`src/rtl/character_transmission_if.sv`:
```
// character_transmission_if: parallel-in handshake and serial-out signals of the UART-lite transmitter.
interface character_transmission_if #(
    parameter int DATA_BITS = 8
);
    logic [DATA_BITS-1:0] char_i;
    logic                 valid_i;
    logic                 ready_o;
    logic                 tx_o;
    logic                 busy_o;
    modport master (output char_i, valid_i, input ready_o, tx_o, busy_o);
    modport slave  (input char_i, valid_i, output ready_o, tx_o, busy_o);
endinterface

```
`src/rtl/character_transmission.sv`:
```
// character_transmission: UART-lite serial transmitter (start, LSB-first data, stop bits).
// Define UART_TX_PARITY_EN to insert a parity bit between the data and stop bits.
module character_transmission #(
    parameter int OVERSAMPLING  = 16,
    parameter bit IDLE_POLARITY = 1'b1,
    parameter int DATA_BITS     = 8,
    parameter int STOP_BITS     = 1,
    parameter int PARITY_ODD    = 0
) (
    input  logic clk_i,
    input  logic rst_i,
    character_transmission_if.slave bus
);
    localparam int CW = $clog2(OVERSAMPLING);
    localparam int IW = (DATA_BITS > 1) ? $clog2(DATA_BITS) : 1;
    localparam logic [CW-1:0] RELOAD   = CW'(OVERSAMPLING - 1);
    localparam logic [IW-1:0] LAST_IDX = IW'(DATA_BITS - 1);
    localparam logic          LAST_STOP = (STOP_BITS == 2);

    if (OVERSAMPLING < 2) begin : g_bad_os
        $error("OVERSAMPLING must be at least 2");
    end
    if (DATA_BITS < 1 || DATA_BITS > 16) begin : g_bad_db
        $error("DATA_BITS must be in 1..16");
    end
    if (STOP_BITS < 1 || STOP_BITS > 2) begin : g_bad_sb
        $error("STOP_BITS must be 1 or 2");
    end
    if (PARITY_ODD < 0 || PARITY_ODD > 1) begin : g_bad_po
        $error("PARITY_ODD must be 0 or 1");
    end

`ifdef UART_TX_PARITY_EN
    typedef enum logic [2:0] {S_IDLE, S_START, S_DATA, S_PARITY, S_STOP} state_t;
    logic r_par, w_par;
`else
    typedef enum logic [1:0] {S_IDLE, S_START, S_DATA, S_STOP} state_t;
`endif

    state_t               r_state, w_state;
    logic [CW-1:0]        r_cnt, w_cnt;
    logic [IW-1:0]        r_idx, w_idx;
    logic                 r_stop, w_stop;
    logic [DATA_BITS-1:0] r_shift, w_shift;
    logic                 r_tx, w_tx;
    logic                 r_busy, w_busy;
    logic                 w_tick, w_ready, w_accept;

    always_comb begin
        w_tick   = (r_cnt == '0);
        w_ready  = !rst_i && (r_state == S_IDLE || (r_state == S_STOP && w_tick && r_stop == LAST_STOP));
        w_accept = bus.valid_i && w_ready;
        w_state  = r_state;
        w_cnt    = w_tick ? r_cnt : r_cnt - 1'b1;
        w_idx    = r_idx;
        w_stop   = r_stop;
        w_shift  = r_shift;
        w_tx     = r_tx;
        w_busy   = r_busy;
`ifdef UART_TX_PARITY_EN
        w_par    = r_par;
`endif
        case (r_state)
            S_IDLE: begin
                w_tx   = IDLE_POLARITY;
                w_busy = 1'b0;
            end
            S_START: if (w_tick) begin
                w_tx    = r_shift[0];
                w_shift = r_shift >> 1;
                w_cnt   = RELOAD;
                w_idx   = '0;
                w_state = S_DATA;
            end
            S_DATA: if (w_tick && r_idx != LAST_IDX) begin
                w_tx    = r_shift[0];
                w_shift = r_shift >> 1;
                w_idx   = r_idx + 1'b1;
                w_cnt   = RELOAD;
            end else if (w_tick) begin
                w_cnt   = RELOAD;
`ifdef UART_TX_PARITY_EN
                w_tx    = r_par;
                w_state = S_PARITY;
            end
            S_PARITY: if (w_tick) begin
                w_cnt   = RELOAD;
`endif
                w_tx    = IDLE_POLARITY;
                w_stop  = 1'b0;
                w_state = S_STOP;
            end
            S_STOP: if (w_tick && r_stop != LAST_STOP) begin
                w_stop = 1'b1;
                w_cnt  = RELOAD;
            end else if (w_tick) begin
                w_tx    = IDLE_POLARITY;
                w_busy  = 1'b0;
                w_state = S_IDLE;
            end
            default: w_state = S_IDLE;
        endcase
        // An accept on the final stop cycle chains straight into the next start bit.
        if (w_accept) begin
            w_shift = bus.char_i;
            w_cnt   = RELOAD;
            w_tx    = !IDLE_POLARITY;
            w_busy  = 1'b1;
            w_state = S_START;
`ifdef UART_TX_PARITY_EN
            w_par   = (^bus.char_i) ^ PARITY_ODD[0];
`endif
        end
    end

    always_ff @(posedge clk_i) begin
        if (rst_i) begin
            r_state <= S_IDLE;
            r_cnt   <= '0;
            r_idx   <= '0;
            r_stop  <= 1'b0;
            r_shift <= '0;
            r_tx    <= IDLE_POLARITY;
            r_busy  <= 1'b0;
`ifdef UART_TX_PARITY_EN
            r_par   <= 1'b0;
`endif
        end else begin
            r_state <= w_state;
            r_cnt   <= w_cnt;
            r_idx   <= w_idx;
            r_stop  <= w_stop;
            r_shift <= w_shift;
            r_tx    <= w_tx;
            r_busy  <= w_busy;
`ifdef UART_TX_PARITY_EN
            r_par   <= w_par;
`endif
        end
    end

    assign bus.ready_o = w_ready;
    assign bus.tx_o    = r_tx;
    assign bus.busy_o  = r_busy;
endmodule

```
`src/flat_wrapper.sv`:
```
// flat-port wrapper written by rule: the top's interface ports become plain ports
module character_transmission_flat 
#(
    parameter int OVERSAMPLING  = 16,
    parameter bit IDLE_POLARITY = 1'b1,
    parameter int DATA_BITS     = 8,
    parameter int STOP_BITS     = 1,
    parameter int PARITY_ODD    = 0
)
  (clk_i, rst_i, bus_char_i, bus_valid_i, bus_ready_o, bus_tx_o, bus_busy_o);
  character_transmission_if #(.DATA_BITS(DATA_BITS)) bus_i ();
  input  logic clk_i;
  input  logic rst_i;
  input wire logic [$bits(bus_i.char_i)-1:0] bus_char_i;
  input wire logic [$bits(bus_i.valid_i)-1:0] bus_valid_i;
  output wire logic [$bits(bus_i.ready_o)-1:0] bus_ready_o;
  output wire logic [$bits(bus_i.tx_o)-1:0] bus_tx_o;
  output wire logic [$bits(bus_i.busy_o)-1:0] bus_busy_o;
  assign bus_i.char_i = bus_char_i;
  assign bus_i.valid_i = bus_valid_i;
  assign bus_ready_o = bus_i.ready_o;
  assign bus_tx_o = bus_i.tx_o;
  assign bus_busy_o = bus_i.busy_o;
  character_transmission #(.OVERSAMPLING(OVERSAMPLING), .IDLE_POLARITY(IDLE_POLARITY), .DATA_BITS(DATA_BITS), .STOP_BITS(STOP_BITS), .PARITY_ODD(PARITY_ODD)) u_core (.clk_i(clk_i), .rst_i(rst_i), .bus(bus_i));
endmodule
```
`config.mk`:
```
export PLATFORM = sky130hd
export DESIGN_NAME = character_transmission_flat
export DESIGN_NICKNAME = d
export VERILOG_FILES = /design/src/rtl/character_transmission_if.sv /design/src/rtl/character_transmission.sv /design/src/flat_wrapper.sv
export SDC_FILE = /design/constraint.sdc
export NUM_CORES = 1
export LEC_CHECK = 0
export ABC_AREA = 1
export CORE_ASPECT_RATIO = 0.8
export CORE_MARGIN = 1
export CORE_UTILIZATION = 30
export CTS_CLUSTER_SIZE = 16
export DETAILED_ROUTE_END_ITERATION = 6
export HOLD_SLACK_MARGIN = 0.06
export PLACE_DENSITY = 0.54
export SYNTH_ARGS = -nofsm -noshare
export SYNTH_HDL_FRONTEND = slang
export SYNTH_SLANG_ARGS = --single-unit
```
`constraint.sdc`:
```
create_clock -name clk_i -period 1.9 [get_ports clk_i]
set_input_delay 0.285 -clock clk_i [delete_from_list [all_inputs] [get_ports clk_i]]
set_output_delay 0.285 -clock clk_i [all_outputs]
set_load 0.05 [all_outputs]
```
=== Word level (Yosys, flattened, before mapping) ===
Index checks and enable logic that the tools add are counted.

* Register bits after elaboration: 20
* Output and inout bits: 3
* Word-level logic and storage cells: 85

* $add $sub $neg: 2
* Equal/unequal tests: 17
* Muxes and demuxes: 33
* Bitwise operators: 1
* Reductions and logical operators: 24

{| class="wikitable"
|+ Operators with widths
! kind !! number
|-
| $mux 8 || 3
|-
| $mux 4 || 5
|-
| $pmux 8 s2 || 1
|-
| $ne 3x1->1 const B || 4
|-
| $pmux 4 s3 || 1
|-
| $reduce_and 6->1 || 2
|-
| $mux 1 || 11
|-
| $mux 2 || 5
|-
| $reduce_and 3->1 || 3
|-
| $reduce_bool 3->1 || 3
|-
| $ne 2x1->1 const B || 4
|-
| $logic_and 1x1->1 || 6
|-
| $mux 3 || 2
|-
| $ne 2x2->1 const B || 3
|-
| $ne 3x2->1 const B || 2
|-
| $pmux 2 s3 || 1
|-
| $pmux 3 s2 || 1
|-
| $eq 2x2->1 const B || 2
|-
| $logic_not 4->1 || 1
|-
| $pmux 1 s2 || 2
|-
| $pmux 1 s4 || 1
|-
| $reduce_and 4->1 || 1
|-
| $reduce_bool 2->1 || 2
|-
| $reduce_bool 4->1 || 1
|-
| other kinds (10) || 10
|}

=== Longest topological paths before layout ===
* Depth after elaboration: 8
* Mapped depth: 11
* Mapped depth without buffers: 11

=== Worst setup path after synthesis ===
No wires, ideal clock.

* Path type: reg-to-output
* From: register u_core.r_state[1]
* To: output port bus_ready_o
* Arrival: 1.639 ns
* Data required time: 1.615 ns
* Setup slack: -0.024 ns
* Cell stages (with the launch flop): 6
* Path buffers: 0
* Cell sequence: dfxtp_1 ha_1 inv_2 nor2_2 nand3_2 a21oi_1

* Word-level cells in the longest chain between the ends: 5
* Elaborated cells on any way between the ends: 6

{| class="wikitable"
|+ RTL lines
! what !! RTL line !! text
|-
| start: declaration || character_transmission.sv:40 || <nowiki>state_t r_state, w_state;</nowiki>
|-
| start signal: assignment || character_transmission.sv:129 || <nowiki>r_state <= w_state;</nowiki>
|-
| $eq 2x2->1 || character_transmission.sv:51 || <nowiki>w_ready = !rst_i && (r_state == S_IDLE || (r_state == S_STOP && w_tick && r_stop == LAST_STOP));</nowiki>
|-
| $logic_and 1x1->1 (2 in a row) || character_transmission.sv:51 ||
|-
| $logic_or 1x1->1 (*) || character_transmission.sv:51 ||
|-
| $logic_and 1x1->1 (*) || character_transmission.sv:51 ||
|-
| end: declaration || flat_wrapper.sv:16 || <nowiki>output wire logic [$bits(bus_i.ready_o)-1:0] bus_ready_o;</nowiki>
|}

Every way passes the cells marked *; elsewhere a longest branch is shown, timed or not.

=== Worst setup path after layout ===
* From: register u_core.r_cnt[0]
* To: output port bus_ready_o

* Word-level cells in the longest chain between the ends: 5

{| class="wikitable"
|+ RTL lines
! what !! RTL line !! text
|-
| start: declaration || character_transmission.sv:41 || <nowiki>logic [CW-1:0] r_cnt, w_cnt;</nowiki>
|-
| start signal: assignment || character_transmission.sv:130 || <nowiki>r_cnt <= w_cnt;</nowiki>
|-
| $logic_not 4->1 || character_transmission.sv:50 || <nowiki>w_tick = (r_cnt == '0);</nowiki>
|-
| $logic_and 1x1->1 (2 in a row) || character_transmission.sv:51 ||
|-
| $logic_or 1x1->1 || character_transmission.sv:51 ||
|-
| $logic_and 1x1->1 || character_transmission.sv:51 ||
|}

Every way passes these cells.

==> results.txt <==
The flip-flop and latch count after synthesis is 20. The worst reg2reg path endpoint is u_core.r_shift[3]. The biggest area contributor in the post-synthesis netlist is dfxtp_1. The residual DRC count is 0. The startpoint class of the critical path is a flip-flop. The number of antenna violations at the first check in global routing is 0. The total power per unit cell area is 1660 nW/um^2. The fraction of registers with async set/reset is 0. The worst vdd rail ir drop came out at 0.000729 V. The cell count after synthesis came out at 177. The share of total power dissipated in combinational logic is 0.622. The net count reported at finish came out at 216. The worst hold path begins at u_core.r_shift[6]. The number of instances on the worst hold path is 2. The number of hold violations in the final report came out at 0. The highest clock rate is 553 MHz.

The post-synthesis cell type count came out at 31. The share of total power in the clock network came out at 0.126. On the final layout, the worst clock skew is 0.00774 ns.

The normalized max-slew margin came out at 0.674. The min-delay analysis places its worst path in the category reg2reg. The area inside the core boundary is 3930 um^2. The number of placement rows is 20. The maximum buffer depth of the clock tree came out at 2. The setup TNS came out at 0 ns. The arrival time reported for the critical path endpoint is 1.52 ns. The Yosys warning count came out at 0. At the pin with the least slew margin, the transition time is 0.488 ns. The sequential group share of total power came out at 0.252. The total track usage is 0.149. After global routing the overflow that remains totals 0. For this design the static power due to leakage is 0.720 nW. The number of buffers added on ports is 13.

The worst hold path endpoint is u_core.r_shift[6]. From synthesis to final layout, the design area changed by 22.4%. In this run the critical register-to-register path is launched from u_core.r_idx[0]. For this configuration, the core starts out at a cell density of 0.323.

The maximum number of pins on one net before global-route repair is 13. The overall die height came out at 60.2 um. For this design the total switching power over the nets is 1.25 mW. For this block, the initial DRC count from the detailed router was 83. CTS built an H-tree with a depth of 1. The post-synth design cell area came out at 1270 um^2. The top cell type's share of synthesized area is 0.316.

Using the TritonRoute via totals, the vias-per-cell ratio works out to 4.56. The internal portion of total power came out at 1.33 mW. Of the available clock period, the critical path in the final layout requires 0.952. The final wirelength is 2910 um.

The fraction of power spent switching nets came out at 0.483. The number of setup buffers added after CTS is 0. The clock-pin transition on the worst setup and hold timing paths is 0.08 ns.

The die covers 4490 um^2. The count of non-filler cells in the finished layout is 249. The post-synthesis area per instance came out at 7.17 um^2. The sequential cell area fraction in the yosys report is 0.316. The highest fanout seen on the critical path is 5. Detailed routing inserted a total of 1,136 vias.

TritonCTS built the clock tree. In the final layout, the share of cells above drive strength 1 is 0.134. The average routed wire per standard cell is 11.7 um.

The count of placed standard cells including taps came out at 245. The most frequently used flop master after synthesis is dfxtp_1. The synthesized design contains 0 enable-type register cells.

The number of search-and-repair iterations in the first detailed-routing pass came out at 4. The half-perimeter wire length of the detailed placement result is 2160 um. The critical path class is reg2out.

In this run the remaining antenna-violating nets after routing total 0. The leading cell type by number of instances after synthesis is nand2_1. Routability-driven placement finished with a final weighted congestion of 0.811. Setup violations remaining at the end of the flow were counted as 0. The number of sinks handled by clock tree synthesis is 20. For this design, the CTS-stage hold fixing added 0 buffers. The boundary pin count came out at 14.

The run finished with clean final reports. The tool flagged a number of max-cap violations equal to 0. The first-pass GRT wire length came out at 5040 um. The insertion delay of the later-clocked pin in the worst-skew pair came out at 0.26 ns. STA classifies the critical path endpoint as an output pin. The tightest hold path in the finished design has a slack of 0.473 ns. The number of antenna diodes in the final layout is 0. After synthesis, the cell types taking the most area are dfxtp_1, nand2_1, ha_1. The data required time of the critical path came out at 1.62 ns. The setup slack of the most critical reg-to-reg path came out at 0.18 ns. The synthesized net count is 198. The final max-slew violation count is 0. The number of buffers added by the clock tree synthesis step is 3. Counting instances in the post-synthesis netlist gives the leading cell types as nand2_1, inv_1, dfxtp_1, nand3_1. The number of global-route vias before repair is 1,075.

The cell chosen for the clock root is clkbuf_8. The die is 74.7 um wide. The final critical path time including I/O delays and setup came out at 1.81 ns. Setup repair after global routing left no endpoint under its margin.

The cell count of the worst reg-to-reg path is 10.
==> how the worst max path moves through the flow <==
stage	startpoint	depth (start not counted)	endpoint
2_1_floorplan	u_core.r_state[1]	5	bus_ready_o
3_3_place_gp	u_core.r_state[1]	10	u_core.r_shift[2]
3_5_place_dp	u_core.r_state[1]	10	u_core.r_shift[2]
4_1_cts	u_core.r_state[1]	6	bus_ready_o
5_1_grt	u_core.r_idx[0]	10	u_core.r_shift[1]
6_report	u_core.r_cnt[0]	5	bus_ready_o
==> worst max-delay path: stages (launching register included) <==
cell	delay, ns
dfxtp_1	0.32
inv_1	0.07
ha_1	0.32
nand3_2	0.15
a21oi_2	0.23
buf_12	0.17
==> area by class of cell <==
| type | instances | area [um^2] |
|---|---|---|
| tap | 55 | 68.8 |
| multi-input combinational | 129 | 772 |
| clock buffer | 4 | 55.1 |
| sequential | 20 | 400 |
| fill | 423 | 2380 |
| timing repair buffer | 16 | 163 |
| inverter | 25 | 93.8 |
==> power groups by stage <==
stage	Combinational, mW	Clock, mW	Sequential, mW
6_report	1.61	0.326	0.651
5_1_grt	1.81	0.357	0.669
4_1_cts	1.61	0.338	0.640
3_5_place_dp	1.59	0	0.648
3_3_place_gp	1.61	0	0.652
2_1_floorplan	1.21	0	0.683
==> cells in the final DEF, fill, tap and decap left out, types with 2 or more instances in the layout <==
cell type,Yosys,final
a21oi_1,9,8
a21oi_2,1,2
buf_4,0,3
clkbuf_8,0,4
clkdlybuf4s50_1,0,12
dfxtp_1,20,20
ha_1,10,9
inv_1,22,22
inv_2,3,3
nand2_1,51,51
nand2_2,2,2
nand2_4,3,3
nand3_1,16,16
nand3_2,2,2
nand4_1,4,4
nor2_1,4,4
o21ai_0,10,10
o21ai_1,2,2
xnor2_1,2,2
==> sequential cells by signal (all words and copies together) (netlist names) <==
signal and count:
u_core.r_cnt 4, u_core.bus.busy_o 1, u_core.r_stop 1, u_core.bus.tx_o 1, u_core.r_idx 3, u_core.r_state 2, u_core.r_shift 8
==> per-stage QoR <==
| step | util | instance area [um^2] | power (mW) | setup slack (ns) |
|---|---|---|---|---|
| finish | 0.395 | 1550 | 2.58 | 0.0915 |
| global route | 0.395 | 1550 | 2.83 | 0.00285 |
| CTS | 0.393 | 1540 | 2.59 | 0.0110 |
| detailed placement | 0.378 | 1490 | 2.24 | 0.129 |
| global placement | 0.378 | 1490 | 2.27 | 0.193 |
| floorplan | - | 1270 | 1.89 | 0.238 |
==> metal layers <==
metal	track usage	vias up	routed length [um]
li1	-	611	-
met4	0.0323	0	27
met1	0.218	508	1660
met3	0.0354	2	77
met2	0.219	15	1140
met5	0	-	0
==> logic make-up after synthesis <==
group / share of synthesized area
adders and majority gates: 0.0986
xor gates and xnor gates: 0.0138
and+or+nand+nor: 0.361
AOI/OAI and AO/OA: 0.122
buffers and inverters: 0.0888
DFF: 0.316
==> repair_timing <==
| action | in CTS | in global routing |
|---|---|---|
| gates resized for setup | 1 | 1 |
| endpoints found under the hold margin | 0 | 0 |
| endpoints found under the setup margin | 1 | 3 |
No activity file was read; power rests on OpenSTA's default activity.
==> patch 1, RTL diff (same settings) <==
`OVERSAMPLING` is set to 16 in 2 places; all go to 8.
--- a/src/rtl/character_transmission.sv
+++ b/src/rtl/character_transmission.sv
@@ -2,5 +2,5 @@
 // Define UART_TX_PARITY_EN to insert a parity bit between the data and stop bits.
 module character_transmission #(
-    parameter int OVERSAMPLING  = 16,
+    parameter int OVERSAMPLING  = 8,
     parameter bit IDLE_POLARITY = 1'b1,
     parameter int DATA_BITS     = 8,
--- a/src/flat_wrapper.sv
+++ b/src/flat_wrapper.sv
@@ -2,5 +2,5 @@
 module character_transmission_flat 
 #(
-    parameter int OVERSAMPLING  = 16,
+    parameter int OVERSAMPLING  = 8,
     parameter bit IDLE_POLARITY = 1'b1,
     parameter int DATA_BITS     = 8,
Function: changed (Yosys sat finds a counterexample within 10 cycles, from zero or initial values and one cycle with rst_i high).
==> patch 1 against the original RTL <==
Global-route usage decreased by 1.1 points; die area decreased by 5.9%; sequential cell count decreased by 1; non-clock buffer count increased by 6; register-to-register slack gained 20 ps; total power decreased by 15%; setup slack lost 27 ps; final area decreased by 2.7%; wire length fell by 8.8%; area after synthesis decreased by 6.1%; critical path type unchanged; largest power group unchanged; highest routed layer unchanged.
==> patch 1: results (changes against the original RTL) <==
| Metric | Value |
|---|---|
| Outcome | complete, no violations |
| Synth Area in Compound Gates | 15.5% (+3.3 points) |
| Buffering overhead | 14.6% (+4.1 points) |
| Largest net degree at the start of global routing | 27 (+14) |
| Post_cts resized | 2 (+1) |
| Sequential share of cell area | 25.3% (-0.52 points) |
| Post-Route Utilization | 39.7% (+0.18 points) |
| Leak | 0.000690 uW (-4.2%) |
| HPWL after detailed placement | 2.01 mm (-6.9%) |
| Post-synth top area share | 31.9% (+0.37 points) |
| Iter 0 DRT Violations | 44 (-47%) |
| Hold path start | u_core.r_stop |
| Metal2 WL | 1.11 mm (-3.2%) |
| Data arrival, critical path | 1550 ps (+30 ps) |
| Pwr per Cell Area | 1460 nW/um2 (-12%) |
| Met3 WL | 120 um (+56%) |
| Flop pwr share | 26.8% (+1.6 points) |
| WL/cell | 10.8 um (-7.3%) |
| #MultiIn Comb | 122 (-5.4%) |
| Post-DP Area | 1410 um2 (-5.0%) |
| Reg2reg start | u_core.r_state[0] |
| Invs w/o clock | 23 (-8.0%) |
| Unique masters post-synth | 27 (-13%) |
| Synthesized Nets | 190 (-4.0%) |
| Met3 Use GR | 3.60% (+0.055 points) |
| GP Congestion | 0.839 (+3.4%) |
| R2r setup slk | 200 ps (+20 ps) |
| Overall Global Routing Usage | 13.8% (-1.1 points) |
| GR Util met2 | 21.0% (-0.92 points) |
| Filler Cell Count | 413 (-2.4%) |
| Fin Clk Skew | 2.74 ps (-5.00 ps) |
| Hold worst-path end | u_core.r_stop |
| Worst-Margin Slew | 508 ps (+20.2 ps) |
| Layout cells sized above 1 | 15.3% (+1.9 points) |
| DP Worst Slack | 195 ps (+66.3 ps) |
| Clock Network Area Fraction | 2.98% (-0.56 points) |
| Most frequent cells after synthesis | nand2_1, nand3_1, inv_1, dfxtp_1 |
| M1 wire length | 1.42 mm (-14%) |
| First-pass GRT wire length | 4.55 mm (-9.7%) |
| Nets | 213 (-1.4%) |
| Reg2Reg Depth | 9 (-1) |
| Sequential Area | 382 um2 (-4.7%) |
| Met1 usage | 19.7% (-2.1 points) |
| Biggest regs | u_core.r_shift: 8 flops, u_core.r_cnt: 3 flops, u_core.r_idx: 3 flops |
| Combinational power | 1330 uW (-17%) |
| Dominant cells by area after synthesis | dfxtp_1, ha_1, nand2_1, nand3_1, inv_1 |
| XOR/XNOR Fraction of Synth Area | 0.735% (-0.65 points) |
patch 1: cell count changes after synthesis, moves of 2 or more:
cell     delta
nand4_1     -2
o21ai_1     +4
xnor2_1     -2
nand2_4     -2
a21oi_1     +2
nand3_1     +6
nor2_1      +6
inv_1       -2
nand2_1    -15
patch 1: how the worst max path moves through the flow:
stage,startpoint,to,slack [ps],depth (start not counted)
after floorplan,u_core.r_state[1],u_core.r_shift[5],120,9
after global placement,u_core.r_state[1],u_core.r_shift[5],180,9
after detailed placement,u_core.r_state[1],u_core.r_shift[5],190,9
after CTS,u_core.r_cnt[1],bus_ready_o,10,7
after global routing,u_core.r_cnt[0],bus_ready_o,-8,7
final,u_core.r_cnt[0],bus_ready_o,60,7
patch 1: worst max-delay path: stages, from the launching register on:
cell     delay (ps)
dfxtp_1         320
inv_1            80
ha_2            190
inv_1            60
nor2_4          160
nand2_2         100
a21oi_4         210
buf_12          160
==> patch 2, RTL diff (config.mk and constraints unchanged) <==
Made on the original files. Reset style: asynchronous (`rst_i`), changed in one clocked block.
--- a/src/rtl/character_transmission.sv
+++ b/src/rtl/character_transmission.sv
@@ -114,5 +114,5 @@
     end
 
-    always_ff @(posedge clk_i) begin
+    always_ff @(posedge clk_i or posedge rst_i) begin
         if (rst_i) begin
             r_state <= S_IDLE;
Behaviour: differs if rst_i is asserted again (counterexample within 4 cycles, from zero or initial values and one cycle with rst_i high); with rst_i held inactive, the same outputs for 10 cycles.
==> patch 2 against the original RTL <==
Area after synthesis up 5.0%; setup slack better by 22 ps; sequential cell count did not move; non-clock buffer count rose by 1; final area is 3.5% higher; wire length shrank 7.4%; first-iteration DRC count fell by 34%; sequential share of layout area increased by 5.6 points; synthesized cell count is 6.8% lower; critical endpoint unchanged.
Power is left out: it rests on default switching activity, and per cell area and clock period it moved more than threefold.
==> patch 2: results (changes against the original RTL) <==
| Metric | Value |
|---|---|
| Post-DP Area | 1540 um2 (+3.5%) |
| R2r setup slk | 270 ps (+90 ps) |
| Synthesized Nets | 187 (-5.6%) |
| Vias in the first global route | 1004 (-6.6%) |
| H-tree depth | 1 (unchanged) |
| Unique masters post-synth | 28 (-9.7%) |
| First-pass GRT wire length | 4.82 mm (-4.4%) |
| Slowest-stage cell, CP | dfrtp_2 |
| Fmax | 0.560 GHz (+1.2%) |
| Data arrival, critical path | 1500 ps (-20 ps) |
| Dominant cells by area after synthesis | dfrtp_1, nand2_1, nand3_1, ha_1, inv_1 |
| Seq/Total Area, Yosys | 37.7% (+6.1 points) |
| Nets | 205 (-5.1%) |
| HPWL after detailed placement | 2.08 mm (-3.5%) |
| Fin Hold WS | 454 ps (-19.5 ps) |
| XOR/XNOR Fraction of Synth Area | 0.657% (-0.72 points) |
| GP Congestion | 0.882 (+8.8%) |
| Post-Synth Adder-Cell Area | 10.3% (+0.47 points) |
| Share of flip-flops with an asynchronous set or reset | 100% (+100 points) |
| Most frequent cells after synthesis | nand2_1, nand3_1, inv_1, dfrtp_1, ha_1 |
| Overall Global Routing Usage | 13.0% (-1.9 points) |
| Max stage delay on crit path | 420 ps (+100 ps) |
| Outcome | complete, no violations |
| Slew HR | 67.0% (-0.42 points) |
| Layout cells sized above 1 | 17.0% (+3.6 points) |
| Iter 0 DRT Violations | 55 (-34%) |
| Filler Cell Count | 444 (+5.0%) |
| Largest net degree at the start of global routing | 21 (+8) |
| YS warnings | 0 (unchanged) |
==> patch 2: cell families (layout without fill, tap and decap cells) <==
group	count (synthesis)	after routing
xor+xnor	1	1
fa+ha+maj	11	11
buf+inv	28	45
flops	20	20
simple gates	84	84
compound gates	21	21
==> patch 2: cell type report <==
cell class	count	area, um2	area share, %
sequential	20	504	31.4
timing repair buffer	17	168	10.4
tap	57	71.3	4.44
multi-input combinational	117	716	44.5
inverter	24	92.6	5.76
clock buffer	4	55.1	3.43
==> patch 2: final timing paths <==
| kind | from | end | cells past startpoint |
|---|---|---|---|
| setup reg to reg | u_core.r_state[1] | u_core.r_state[0] | 11 |
| hold reg to reg | u_core.bus.busy_o | u_core.bus.busy_o | 2 |
| min in group clk_i | u_core.bus.busy_o | u_core.bus.busy_o | 2 |
| hold / removal | rst_i | u_core.bus.busy_o | 3 |
| setup / recovery | u_core.r_state[1] | bus_ready_o | 6 |
| max in group asynchronous | rst_i | u_core.bus.tx_o | 3 |
==> patch 2: stage by stage <==
step | std cells | util (%)
after global routing | 239 | 38.0
after detailed placement | 235 | 36.3
after floorplan | 165 | -
after global placement | 235 | 36.3
final | 239 | 38.0
after CTS | 239 | 37.6
==> patch 2: timing repair <==
| item | 4_1_cts | 5_1_grt |
|---|---|---|
| buffers inserted | 0 | 0 |
| endpoints found under the setup margin | 0 | 3 |
| hold buffers | 0 | 0 |
| resized for setup | 0 | 4 |
==> patch 2: tightest hold or removal path, delay by kind of cell <==
| kind | cells | cell delay [ps] |
|---|---|---|
| buffers and inverters | 3 | 810 |
==> patch 2: metal layers <==
metal / part of all wire [%] / wire length [um] / track usage (%) / vias to the layer above
met1: 56 / 1500 / 20.1 / 510
met3: 2.2 / 59 / 3.11 / 0
met5: 0 / 0 / 0 / -
met2: 42 / 1130 / 18.4 / 12
li1: - / - / - / 573
met4: 0 / 0 / 1.65 / 0
